[config.mk]
export PLATFORM = sky130hd
export DESIGN_NAME = inst_encoder_writer_flat
export DESIGN_NICKNAME = d
export VERILOG_FILES = /design/src/rtl/inst_encoder_writer_if.sv /design/src/rtl/inst_encoder_writer.sv /design/src/flat_wrapper.sv
export SDC_FILE = /design/constraint.sdc
export NUM_CORES = 1
export LEC_CHECK = 0
export ABC_CLOCK_PERIOD_IN_PS = 2220
export CORE_UTILIZATION = 45
export CTS_BUF_LIST = sky130_fd_sc_hd__clkbuf_8
export DETAILED_ROUTE_END_ITERATION = 16
export PLACE_DENSITY_LB_ADDON = 0.1
export SLEW_MARGIN = 25
export SYNTH_ARGS = -nofsm -noshare
export SYNTH_HDL_FRONTEND = slang
export SYNTH_SLANG_ARGS = --single-unit
[constraint.sdc]
create_clock -name clk -period 2.22 [get_ports clk]
set_input_delay 0.333 -clock clk [delete_from_list [all_inputs] [get_ports clk]]
set_output_delay 0.333 -clock clk [all_outputs]
set_load 0.1 [all_outputs]
[src/rtl/inst_encoder_writer_if.sv]
// inst_encoder_writer_if: decoded-field input handshake plus the LC-3b memory write port.
interface inst_encoder_writer_if;
  logic        in_valid;
  logic        in_ready;
  logic [3:0]  opcode;
  logic [2:0]  dest;
  logic [2:0]  src1;
  logic [2:0]  src2;
  logic [10:0] imm;
  logic        imm_enable;
  logic        d_enable;
  logic        jsr_enable;
  logic        addr_clear;
  logic [15:0] mem_address;
  logic [15:0] mem_wdata;
  logic        mem_write;
  logic [1:0]  mem_byte_enable;
  logic        mem_resp;
  logic        busy;
  logic [15:0] words_written;
  modport master (
    output in_valid, opcode, dest, src1, src2, imm, imm_enable, d_enable, jsr_enable, addr_clear, mem_resp,
    input  in_ready, mem_address, mem_wdata, mem_write, mem_byte_enable, busy, words_written
  );
  modport slave (
    input  in_valid, opcode, dest, src1, src2, imm, imm_enable, d_enable, jsr_enable, addr_clear, mem_resp,
    output in_ready, mem_address, mem_wdata, mem_write, mem_byte_enable, busy, words_written
  );
endinterface

[src/rtl/inst_encoder_writer.sv]
// inst_encoder_writer: packs LC-3b instruction fields into words, queues them and writes them to memory.
module inst_encoder_writer #(
  parameter int          DEPTH     = 4,
  parameter logic [15:0] BASE_ADDR = 16'h0000
) (
  input logic               clk,
  input logic               rst_n,
  inst_encoder_writer_if.slave bus
);
  localparam int AW = $clog2(DEPTH);
  typedef enum logic {IDLE, WRITE} state_t;
  state_t      state;
  logic [15:0] fifo [DEPTH];
  logic [AW-1:0] wp, rp;
  logic [AW:0] count;
  logic [15:0] next_addr, word;
  logic        push, pop, launch;
  assign bus.in_ready        = count != (AW+1)'(DEPTH);
  assign bus.busy            = count != '0 || state == WRITE;
  assign bus.mem_byte_enable = 2'b11;
  assign push   = bus.in_valid && bus.in_ready;
  assign pop    = state == WRITE && bus.mem_resp;
  assign launch = state == IDLE && count != '0;
  always_comb begin
    word = {bus.opcode, 12'h000};
    case (bus.opcode)
      4'b0001, 4'b0101: word[11:0] = {bus.dest, bus.src1, bus.imm_enable,
                                      bus.imm_enable ? bus.imm[4:0] : {2'b00, bus.src2}};
      4'b1001: word[11:0] = {bus.dest, bus.src1, 6'h3F};
      4'b0000, 4'b1110: word[11:0] = {bus.dest, bus.imm[8:0]};
      4'b1100: word[11:0] = {3'b000, bus.src1, 6'h00};
      4'b0100: word[11:0] = bus.jsr_enable ? {1'b1, bus.imm} : {3'b000, bus.src1, 6'h00};
      4'b0010, 4'b0011, 4'b0110, 4'b0111, 4'b1010, 4'b1011:
        word[11:0] = {bus.dest, bus.src1, bus.imm[5:0]};
      4'b1101: word[11:0] = {bus.dest, bus.src1, bus.imm_enable, bus.d_enable, bus.imm[3:0]};
      4'b1111: word[11:0] = {4'h0, bus.imm[7:0]};
      default: word[11:0] = 12'h000;
    endcase
  end
  always_ff @(posedge clk)
    if (push) fifo[wp] <= word;
  // The head stays in the FIFO while its write is in flight and is popped on mem_resp.
  always_ff @(posedge clk or negedge rst_n)
    if (!rst_n) begin
      state             <= IDLE;
      wp                <= '0;
      rp                <= '0;
      count             <= '0;
      next_addr         <= BASE_ADDR;
      bus.mem_address   <= BASE_ADDR;
      bus.mem_wdata     <= '0;
      bus.mem_write     <= 1'b0;
      bus.words_written <= '0;
    end else begin
      count <= count + (AW+1)'(push) - (AW+1)'(pop);
      if (push) wp <= wp + AW'(1);
      if (pop) rp <= rp + AW'(1);
      if (bus.addr_clear) next_addr <= launch ? BASE_ADDR + 16'd2 : BASE_ADDR;
      else if (launch) next_addr <= next_addr + 16'd2;
      if (launch) begin
        state           <= WRITE;
        bus.mem_write   <= 1'b1;
        bus.mem_address <= bus.addr_clear ? BASE_ADDR : next_addr;
        bus.mem_wdata   <= fifo[rp];
      end else if (pop) begin
        state             <= IDLE;
        bus.mem_write     <= 1'b0;
        bus.words_written <= bus.words_written + 16'd1;
      end
    end
endmodule

[src/flat_wrapper.sv]
// flat-port wrapper written by rule: the top's interface ports become plain ports
module inst_encoder_writer_flat 
#(
  parameter int          DEPTH     = 4,
  parameter logic [15:0] BASE_ADDR = 16'h0000
)
  (clk, rst_n, bus_in_valid, bus_opcode, bus_dest, bus_src1, bus_src2, bus_imm, bus_imm_enable, bus_d_enable, bus_jsr_enable, bus_addr_clear, bus_mem_resp, bus_in_ready, bus_mem_address, bus_mem_wdata, bus_mem_write, bus_mem_byte_enable, bus_busy, bus_words_written);
  inst_encoder_writer_if bus_i ();
  input logic clk;
  input logic rst_n;
  input wire logic [$bits(bus_i.in_valid)-1:0] bus_in_valid;
  input wire logic [$bits(bus_i.opcode)-1:0] bus_opcode;
  input wire logic [$bits(bus_i.dest)-1:0] bus_dest;
  input wire logic [$bits(bus_i.src1)-1:0] bus_src1;
  input wire logic [$bits(bus_i.src2)-1:0] bus_src2;
  input wire logic [$bits(bus_i.imm)-1:0] bus_imm;
  input wire logic [$bits(bus_i.imm_enable)-1:0] bus_imm_enable;
  input wire logic [$bits(bus_i.d_enable)-1:0] bus_d_enable;
  input wire logic [$bits(bus_i.jsr_enable)-1:0] bus_jsr_enable;
  input wire logic [$bits(bus_i.addr_clear)-1:0] bus_addr_clear;
  input wire logic [$bits(bus_i.mem_resp)-1:0] bus_mem_resp;
  output wire logic [$bits(bus_i.in_ready)-1:0] bus_in_ready;
  output wire logic [$bits(bus_i.mem_address)-1:0] bus_mem_address;
  output wire logic [$bits(bus_i.mem_wdata)-1:0] bus_mem_wdata;
  output wire logic [$bits(bus_i.mem_write)-1:0] bus_mem_write;
  output wire logic [$bits(bus_i.mem_byte_enable)-1:0] bus_mem_byte_enable;
  output wire logic [$bits(bus_i.busy)-1:0] bus_busy;
  output wire logic [$bits(bus_i.words_written)-1:0] bus_words_written;
  assign bus_i.in_valid = bus_in_valid;
  assign bus_i.opcode = bus_opcode;
  assign bus_i.dest = bus_dest;
  assign bus_i.src1 = bus_src1;
  assign bus_i.src2 = bus_src2;
  assign bus_i.imm = bus_imm;
  assign bus_i.imm_enable = bus_imm_enable;
  assign bus_i.d_enable = bus_d_enable;
  assign bus_i.jsr_enable = bus_jsr_enable;
  assign bus_i.addr_clear = bus_addr_clear;
  assign bus_i.mem_resp = bus_mem_resp;
  assign bus_in_ready = bus_i.in_ready;
  assign bus_mem_address = bus_i.mem_address;
  assign bus_mem_wdata = bus_i.mem_wdata;
  assign bus_mem_write = bus_i.mem_write;
  assign bus_mem_byte_enable = bus_i.mem_byte_enable;
  assign bus_busy = bus_i.busy;
  assign bus_words_written = bus_i.words_written;
  inst_encoder_writer #(.DEPTH(DEPTH), .BASE_ADDR(BASE_ADDR)) u_core (.clk(clk), .rst_n(rst_n), .bus(bus_i));
endmodule
# After elaboration in Yosys (flattened, before gate mapping)
# Memory sizes are Yosys's and may differ from the RTL's. A register that Yosys moved wholly into a read port is not among the register bits.
# Cells that the tools add are included.
# totals
n_memories,1
mem_bits_ro,0
word_cells,55
output_inout_bits,53
mem_bits_rw,64
latch_bits,0
inputBits,32
regBits,56
# memory_table
memory,depth,word_bits,read_ports,rd_clocked_by_memory_dff,write_ports,line,rtl
u_core.fifo,4,16,1,1,1,inst_encoder_writer.sv:13,logic [15:0] fifo [DEPTH];
# op_classes
add_sub_neg,6
mux,11
n_eq_ne,15
bitwise_logic,2
multipliers,0
shift,0
order_cmp,0
n_div,0
reduce_logical,13
# ops
operator,n
case mux 12 bit (8 select lines),1
two-way mux 16 bit,3
"== test 4 bit, second input constant",7
"adder 16 x 1 -> 16 bit, second input constant",1
"adder 16 x 2 -> 16 bit, second input constant",1
"== test 4 x 3 -> 1 bit, second input constant",4
two-way mux 12 bit,1
"== test 4 x 2 -> 1 bit, second input constant",2
OR reduction 6 bit,1
two-way mux 5 bit,1
"adder 2 x 1 -> 2 bit, second input constant",2
"== test 4 x 1 -> 1 bit, second input constant",1
logical NOT 4 bit,1
two-way mux 1 bit,4
nonzero test 2 bit,2
OR reduction 2 bit,2
adder 3 x 1 -> 3 bit,1
logical AND 1 bit,3
"inequality test 3 bit, second input constant",1
nonzero test 3 bit,1
subtractor 3 x 1 -> 3 bit,1
two-way mux 2 bit,1
NOT 1 bit,2
AND reduction 2 bit,1
other kinds (2),2

# Logic depth before layout (Yosys ltp)
# Gate-level depths: netlist of run 1.
# logic_depth
ltp_word,4
ltp_mapped,10

# Worst setup path after synthesis of run 1
# Ideal clock, no wire load.
# synth_path
path_kind,register to register
from,register u_core.bus.mem_write (netlist name)
to,register u_core.count[2]
path_stages_with_launch,11
t_arrival_ns,2.405
required_time_ns,2.093
n_path_buf,1
synth_period_minus_slack_ns,2.532
setup_time_ns,0.127
setup_slack_ns,-0.312
path_cell_list,dfrtp_1 buf_6 nand2_1 inv_1 ha_1 inv_1 ha_1 inv_1 fa_1 xnor2_1 xnor2_1
# synth_lines
element,line,rtl
"end signal, assigned",inst_encoder_writer.sv:55,count <= count + (AW+1)'(push) - (AW+1)'(pop);
"end, declared",inst_encoder_writer.sv:15,logic [AW:0] count;

# Worst setup path after layout of run 1
# layout_path
from,register u_core.count[1]
to,output port bus_busy
# layout_between
elab_chain_len,2
# layout_lines
element,line,rtl
nonzero test 3 bit,inst_encoder_writer.sv:19,assign bus.busy = count != '0 || state == WRITE;
logical OR 1 bit,inst_encoder_writer.sv:19,
"end, declared",flat_wrapper.sv:27,output wire logic [$bits(bus_i.busy)-1:0] bus_busy;
# Every way passes these cells.

==> impl_metrics.toml, run 1 <==
[synth]
synth_flop_cell = "dfrtp_1"
yosysTopAreaCellShare_pct = 33.2
syn_area_mm2 = 0.00579
ys_ff_latch = 135
synth_area_leader_cell = "edfxtp_1"
synth_area_leaders = "edfxtp_1 (33%), dfrtp_1 (31%), mux4_2 (6.2%)"
synth_cell_types = 55
syn_inst = 444
yosysWarnings = 0
synth_edf_count = 64
synth-async-reset-ratio_pct = 52.6
yosysSeqAreaShare_pct = 63.9
avgSynthCellArea_um2 = 13.0

[global_routing]
grtUsageTotal_pct = 18.4
grt_pass1_wl_um = 18000
grt_max_degree = 72
grt_pass1_vias = 3598
grt_overflow_total = 0
antenna_found_initial = 0

[timing]
finalHoldViolCount = 0
fin_crit_sh_pct = 90.4
final_max_slew_viol_count = 0
maxSlewHeadroom_pct = 64.7
fin_setup_tns_ns = 0
rsz0062_at_grt = "no"
fin_crit_ns = 2.01
fmax_mhz = 498
skew_ns = 0.0102
setup_viol = 0
worst_pin_slew_ns = 0.528

[floorplan]
row_count = 41
fp.dieW_um = 115
start_util_pct = 46.0
die_area_mm2 = 0.0133
core-area_mm2 = 0.0126
die_y_um = 115
num_io_pins = 85

[power_and_ir_drop]
power.share.clock_pct = 20.7
netSwitchingFraction_pct = 42.9
pwr-share-seq_pct = 38.0
power_density_mw_per_mm2 = 1290
p_comb_share_pct = 41.3
p_leak_nw = 3.10
fin_total_pwr_mw = 9.24
internal_power_mw = 5.28
peakVddDrop_mv = 0.900
p_sw_mw = 3.97

[cells_and_area]
nNetsFinal = 589
n_antenna_cell = 0
area_delta_synth_final_pct = 24.0
final_layout_size_suffix_gt1_share_pct = 23.4

[route]
first_pass_iters = 4
routed_via_density = 5.04
drt_iter0_markers = 188
antenna_left = 0
drc = 0
drt-total-wl_um = 11100
wire_per_inst_um = 15.2
vias = 3692

[clock_tree]
root_buffer = "clkbuf_8"
clk_pin_slew_ns = 0.08
h-tree-depth = 4
numCtsBuffers = 17
cts_sinks = 135
tritoncts = "done"
cts_max_path_buffers = 2
cts_setup_buffers = 0
worstSkewPairLatency_ns = 0.44

[placement]
io_buffer_count = 82
place.gp.congestion = 0.785
post-dp-hpwl_um = 7380

[critical_path]
cp-start-kind = "register"
endpoint_kind = "output port"
cp_max_fo = 5
cp.required_ns = 1.89
crit_type = "register to output port"
crit_arrival_ns = 1.67
reg2regPathDepth = 9

[flow_run]
maxCapViolations = 0

[worst_hold_path]
hold_class = "input port to asynchronous set/reset pin"

[run_status]
run_status = "completed"
-- timing repair --
action,in CTS,in global routing
hold buffers,1,0
hold endpoints to repair,71,0
resized for setup,0,0
-- through the flow --
step / instances / worst slack, ns / util (%) / hold WS, ns / area (um2)
CTS: 733 / 0.158 / 57.1 / 0.448 / 7180
detailed placement: 700 / 0.0185 / 54.1 / 0.394 / 6800
global placement: 700 / 0.0489 / 54.1 / 0.391 / 6800
finish: 733 / 0.213 / 57.1 / 0.434 / 7180
floorplan: 445 / 0.0305 / - / 0.0374 / 5800
global route: 733 / 0.0863 / 57.1 / 0.472 / 7180
-- layout make-up --
cell class	instances	area, um2
fill	1089	5390
sequential	135	3700
multi-input combinational	274	1940
timing repair buffer	104	893
clock buffer	17	234
tap	172	215
clock inverter	15	138
inverter	16	60.1
-- Yosys cell counts, types with 2 or more instances --
cell type and number:
nor2_1 13, o21ai_1 5, and3_1 7, xnor2_1 19, a21oi_1 12, nand2_1 91, nor2b_1 3, edfxtp_1 64
nor3_1 3, o31ai_1 6, inv_1 16, nor3_2 2, nand3_1 11, or3_1 3, xor2_1 9, o21ai_0 5
clkbuf_1 9, and2_1 3, nand2b_1 8, ha_1 8, buf_2 6, mux4_2 16, o22ai_1 3, dfrtp_1 71
a22o_1 5, nand4_1 4, or4_1 3, buf_4 3, nand3b_1 10
-- kinds of logic after synthesis --
family                     share of synthesized area, %
AOI/OAI and AO/OA                                  4.63
xor gates and xnor gates                           4.24
DFF                                                63.9
other                                            0.0648
muxes                                              6.79
buffers and inverters                              2.79
and+or+nand+nor                                    15.5
adders and majority gates                          2.08
-- worst max-delay path, cell delays in order, from the launching register on --
cell and delay (ns):
dfrtp_1 0.45, nor3_2 0.40, nand2b_1 0.18, buf_12 0.20
-- layout by cell type (no fill, tap or decap), types with 6 or more instances in the layout --
master / count
and3_1: 7
ha_1: 8
nand2b_1: 8
xnor2_1: 19
nand3_1: 11
inv_1: 18
dfrtp_1: 70
clkbuf_8: 17
clkdlybuf4s50_1: 30
edfxtp_1: 64
buf_4: 69
xor2_1: 9
nor2_1: 13
a21oi_1: 12
nand2_1: 89
o31ai_1: 6
mux4_2: 16
nand3b_1: 10
-- routing by layer --
layer  up-vias  part of all wire (%)  track usage [%]
met4         0                   1.5             7.27
li1       1778                     -                -
met1      1811                    45             23.3
met5         -                     0                0
met2        87                    49             29.9
met3        16                   4.3             5.27
-- worst paths after layout --
kind / start / end / slack, ns
setup / recovery: u_core.count[1] / bus_busy / 0.21
hold / removal: rst_n / u_core.bus.mem_address[12] / 0.43
setup reg to reg: u_core.bus.mem_write / u_core.count[2] / 0.35
hold reg to reg: u_core.bus.mem_address[4] / u_core.bus.mem_address[4] / 0.47
max in group asynchronous: rst_n / u_core.bus.mem_write / 1.42
min in group clk: u_core.bus.mem_address[4] / u_core.bus.mem_address[4] / 0.47
-- power groups by stage --
stage | clock network, mW | logic (mW) | registers, mW
finish | 1.92 | 3.81 | 3.51
global route | 2.09 | 4.08 | 3.58
floorplan | 0 | 1.41 | 5.02
CTS | 1.97 | 3.88 | 3.52
detailed placement | 0 | 3.87 | 3.57
global placement | 0 | 3.81 | 3.53
-- state kept, by name, indices dropped and copies added, names as in the netlist --
name	flops
u_core.bus.mem_address	16
u_core.wp	2
u_core.rp	2
u_core.count	3
u_core.fifo	64
u_core.bus.mem_write	1
u_core.bus.mem_wdata	16
u_core.bus.words_written	16
u_core.next_addr	15
Note: power is estimated with default switching activity, not from simulation.
==> run 2, diff against run 1 <==
CORE_MARGIN = 4   (was unset)
==> run 2 against run 1 <==
Via count fell by 1.6%. Routed wire length is 1.0% higher. Register-to-register slack is essentially flat. Fmax is 1.4% lower. Flip-flop and latch count stayed put. Largest cell class unchanged. Largest power group unchanged.
==> impl_metrics.toml, run 2 (synthesis gave the netlist of run 1 again) <==
[power_and_ir_drop]
fin_total_pwr_mw = 9.12
peakVddDrop_mv = 0.608
netSwitchingFraction_pct = 42.5
p_sw_mw = 3.88
pwr-share-seq_pct = 38.4
power.share.clock_pct = 20.1
power_density_mw_per_mm2 = 1270
p_comb_share_pct = 41.5
p_leak_nw = 3.10
internal_power_mw = 5.24

[global_routing]
grt_overflow_total = 0
grtUsageMet2_pct = 26.4
grt_pass1_vias = 3717
grt_pass1_wl_um = 18900
grtUsageTotal_pct = 16.7
antenna_found_initial = 0
grt-busiest-layer = "met2"
grt_use_met1_pct = 22.1
gr-usage-met3_pct = 4.34
grt_max_degree = 72

[placement]
place.gp.congestion = 0.795
detailedPlace.worstSlack_ns = -0.00507
post-dp-hpwl_um = 7600
placed_area_mm2 = 0.00679
io_buffer_count = 82

[clock_tree]
numCtsBuffers = 17
clk_pin_slew_ns = 0.07
cts_max_path_buffers = 2
tritoncts = "done"
h-tree-depth = 4
cts_setup_buffers = 0
root_buffer = "clkbuf_8"
cts_sinks = 135
worstSkewPairLatency_ns = 0.43
ctsResizeCount = 0
ctsHoldBuffers = 1

[timing]
fin_crit_sh_pct = 91.7
setup_ws_ns = 0.185
maxSlewHeadroom_pct = 60.6
hold_ws_ns = 0.465
fmax_mhz = 491
skew_ns = 0.00832
fin_crit_ns = 2.04
worst_pin_slew_ns = 0.590
setup_viol = 0
rsz0062_at_grt = "no"
final_max_slew_viol_count = 0
finalHoldViolCount = 0

[critical_path]
r2r-end = "u_core.count[2]"
crit_type = "register to output port"
cpMaxStageDelayCell = "dfrtp_1"
crit_chain = "nor3_2 > nand2b_1 > buf_12"
path_delay_family = "simple AND/OR/NAND/NOR gates"
cp-startpoint = "u_core.count[1]"
cp-start-kind = "register"
r2r_slack_ns = 0.34
crit_arrival_ns = 1.70
endpoint_kind = "output port"
crit_buf_inv = 1
cp.required_ns = 1.89
reg2regPathDepth = 9
critical_path.max_stage_delay_ns = 0.45
rr_startpoint = "u_core.bus.mem_write"
crit_cells = 3
cp_max_fo = 5

[route]
antenna_left = 0
drc = 0
routed_via_density = 4.95
drt-total-wl_um = 11300
drt_iter0_markers = 175
first_pass_iters = 4
vias = 3632
wire_per_inst_um = 15.3

[cells_and_area]
layout_commonest_cell = "nand2_1"
area_delta_synth_final_pct = 23.7
layout_common_cells = "nand2_1 (89), buf_4 (71), dfrtp_1 (70)"
final_util_pct = 56.7
regMostFlops = "u_core.fifo"
n_antenna_cell = 0
nNetsFinal = 590
largest_reg_flops = 64
n_fill_cell = 1120
stdcell_area_mm2 = 0.00716
final_layout_size_suffix_gt1_share_pct = 22.8

[floorplan]
die_y_um = 121
fp.dieW_um = 121
die_area_mm2 = 0.0147
core-area_mm2 = 0.0126
num_io_pins = 85
start_util_pct = 45.9
row_count = 41

[flow_run]
maxCapViolations = 0

[run_status]
run_status = "completed"

[worst_hold_path]
hold_class = "input port to asynchronous set/reset pin"
## run 2: cell count changes in the layout (fill, tap and decap cells not counted)
cell | before | now
inv_6 | 2 | 0
buf_4 | 69 | 71
inv_1 | 18 | 19
clkinv_1 | 2 | 5
buf_12 | 3 | 2
clkinv_4 | 0 | 1
clkinvlp_4 | 4 | 1
## run 2: how the worst max path moves through the flow
| stage | end | slack [ns] |
|---|---|---|
| 6_report | bus_busy | 0.18 |
| 5_1_grt | bus_busy | 0.06 |
| 4_1_cts | bus_busy | 0.1 |
| 3_5_place_dp | u_core.count[2] | -0.005 |
| 3_3_place_gp | u_core.count[2] | 0.03 |
| 2_1_floorplan | u_core.count[2] | 0.03 |
## run 2: layer usage
metal | up-vias | wire, um
met3 | 17 | 511
met2 | 80 | 5440
met1 | 1750 | 5090
li1 | 1785 | -
met5 | - | 0
met4 | 0 | 212
## run 2: layout make-up
| class | count | area (um2) | share of cell area [%] |
|---|---|---|---|
| repair buffers | 105 | 888 | 12.4 |
| inverters | 16 | 60.1 | 0.839 |
| multi-input cells | 274 | 1940 | 27.0 |
| well taps | 172 | 215 | 3.01 |
| flip-flops and latches | 135 | 3700 | 51.7 |
| clock buffers | 17 | 234 | 3.27 |
| clock inverters | 15 | 121 | 1.70 |
## run 2: metrics by stage
stage | cells | TNS (ns)
floorplan | 445 | 0
global placement | 701 | 0
detailed placement | 701 | -0.00507
CTS | 734 | 0
global route | 734 | 0
finish | 734 | 0
## run 2: power groups by stage
stage	Sequential (mW)	Clock (mW)	Combinational (mW)
6_report	3.50	1.83	3.78
5_1_grt	3.57	2.02	4.05
4_1_cts	3.51	1.90	3.85
3_5_place_dp	3.56	0	3.84
3_3_place_gp	3.53	0	3.82
2_1_floorplan	5.02	0	1.41
## run 2: worst min-delay path, cell delays in order
cell and delay [ns]:
dlygate4sd3_1 0.52, buf_2 0.12, buf_12 0.32
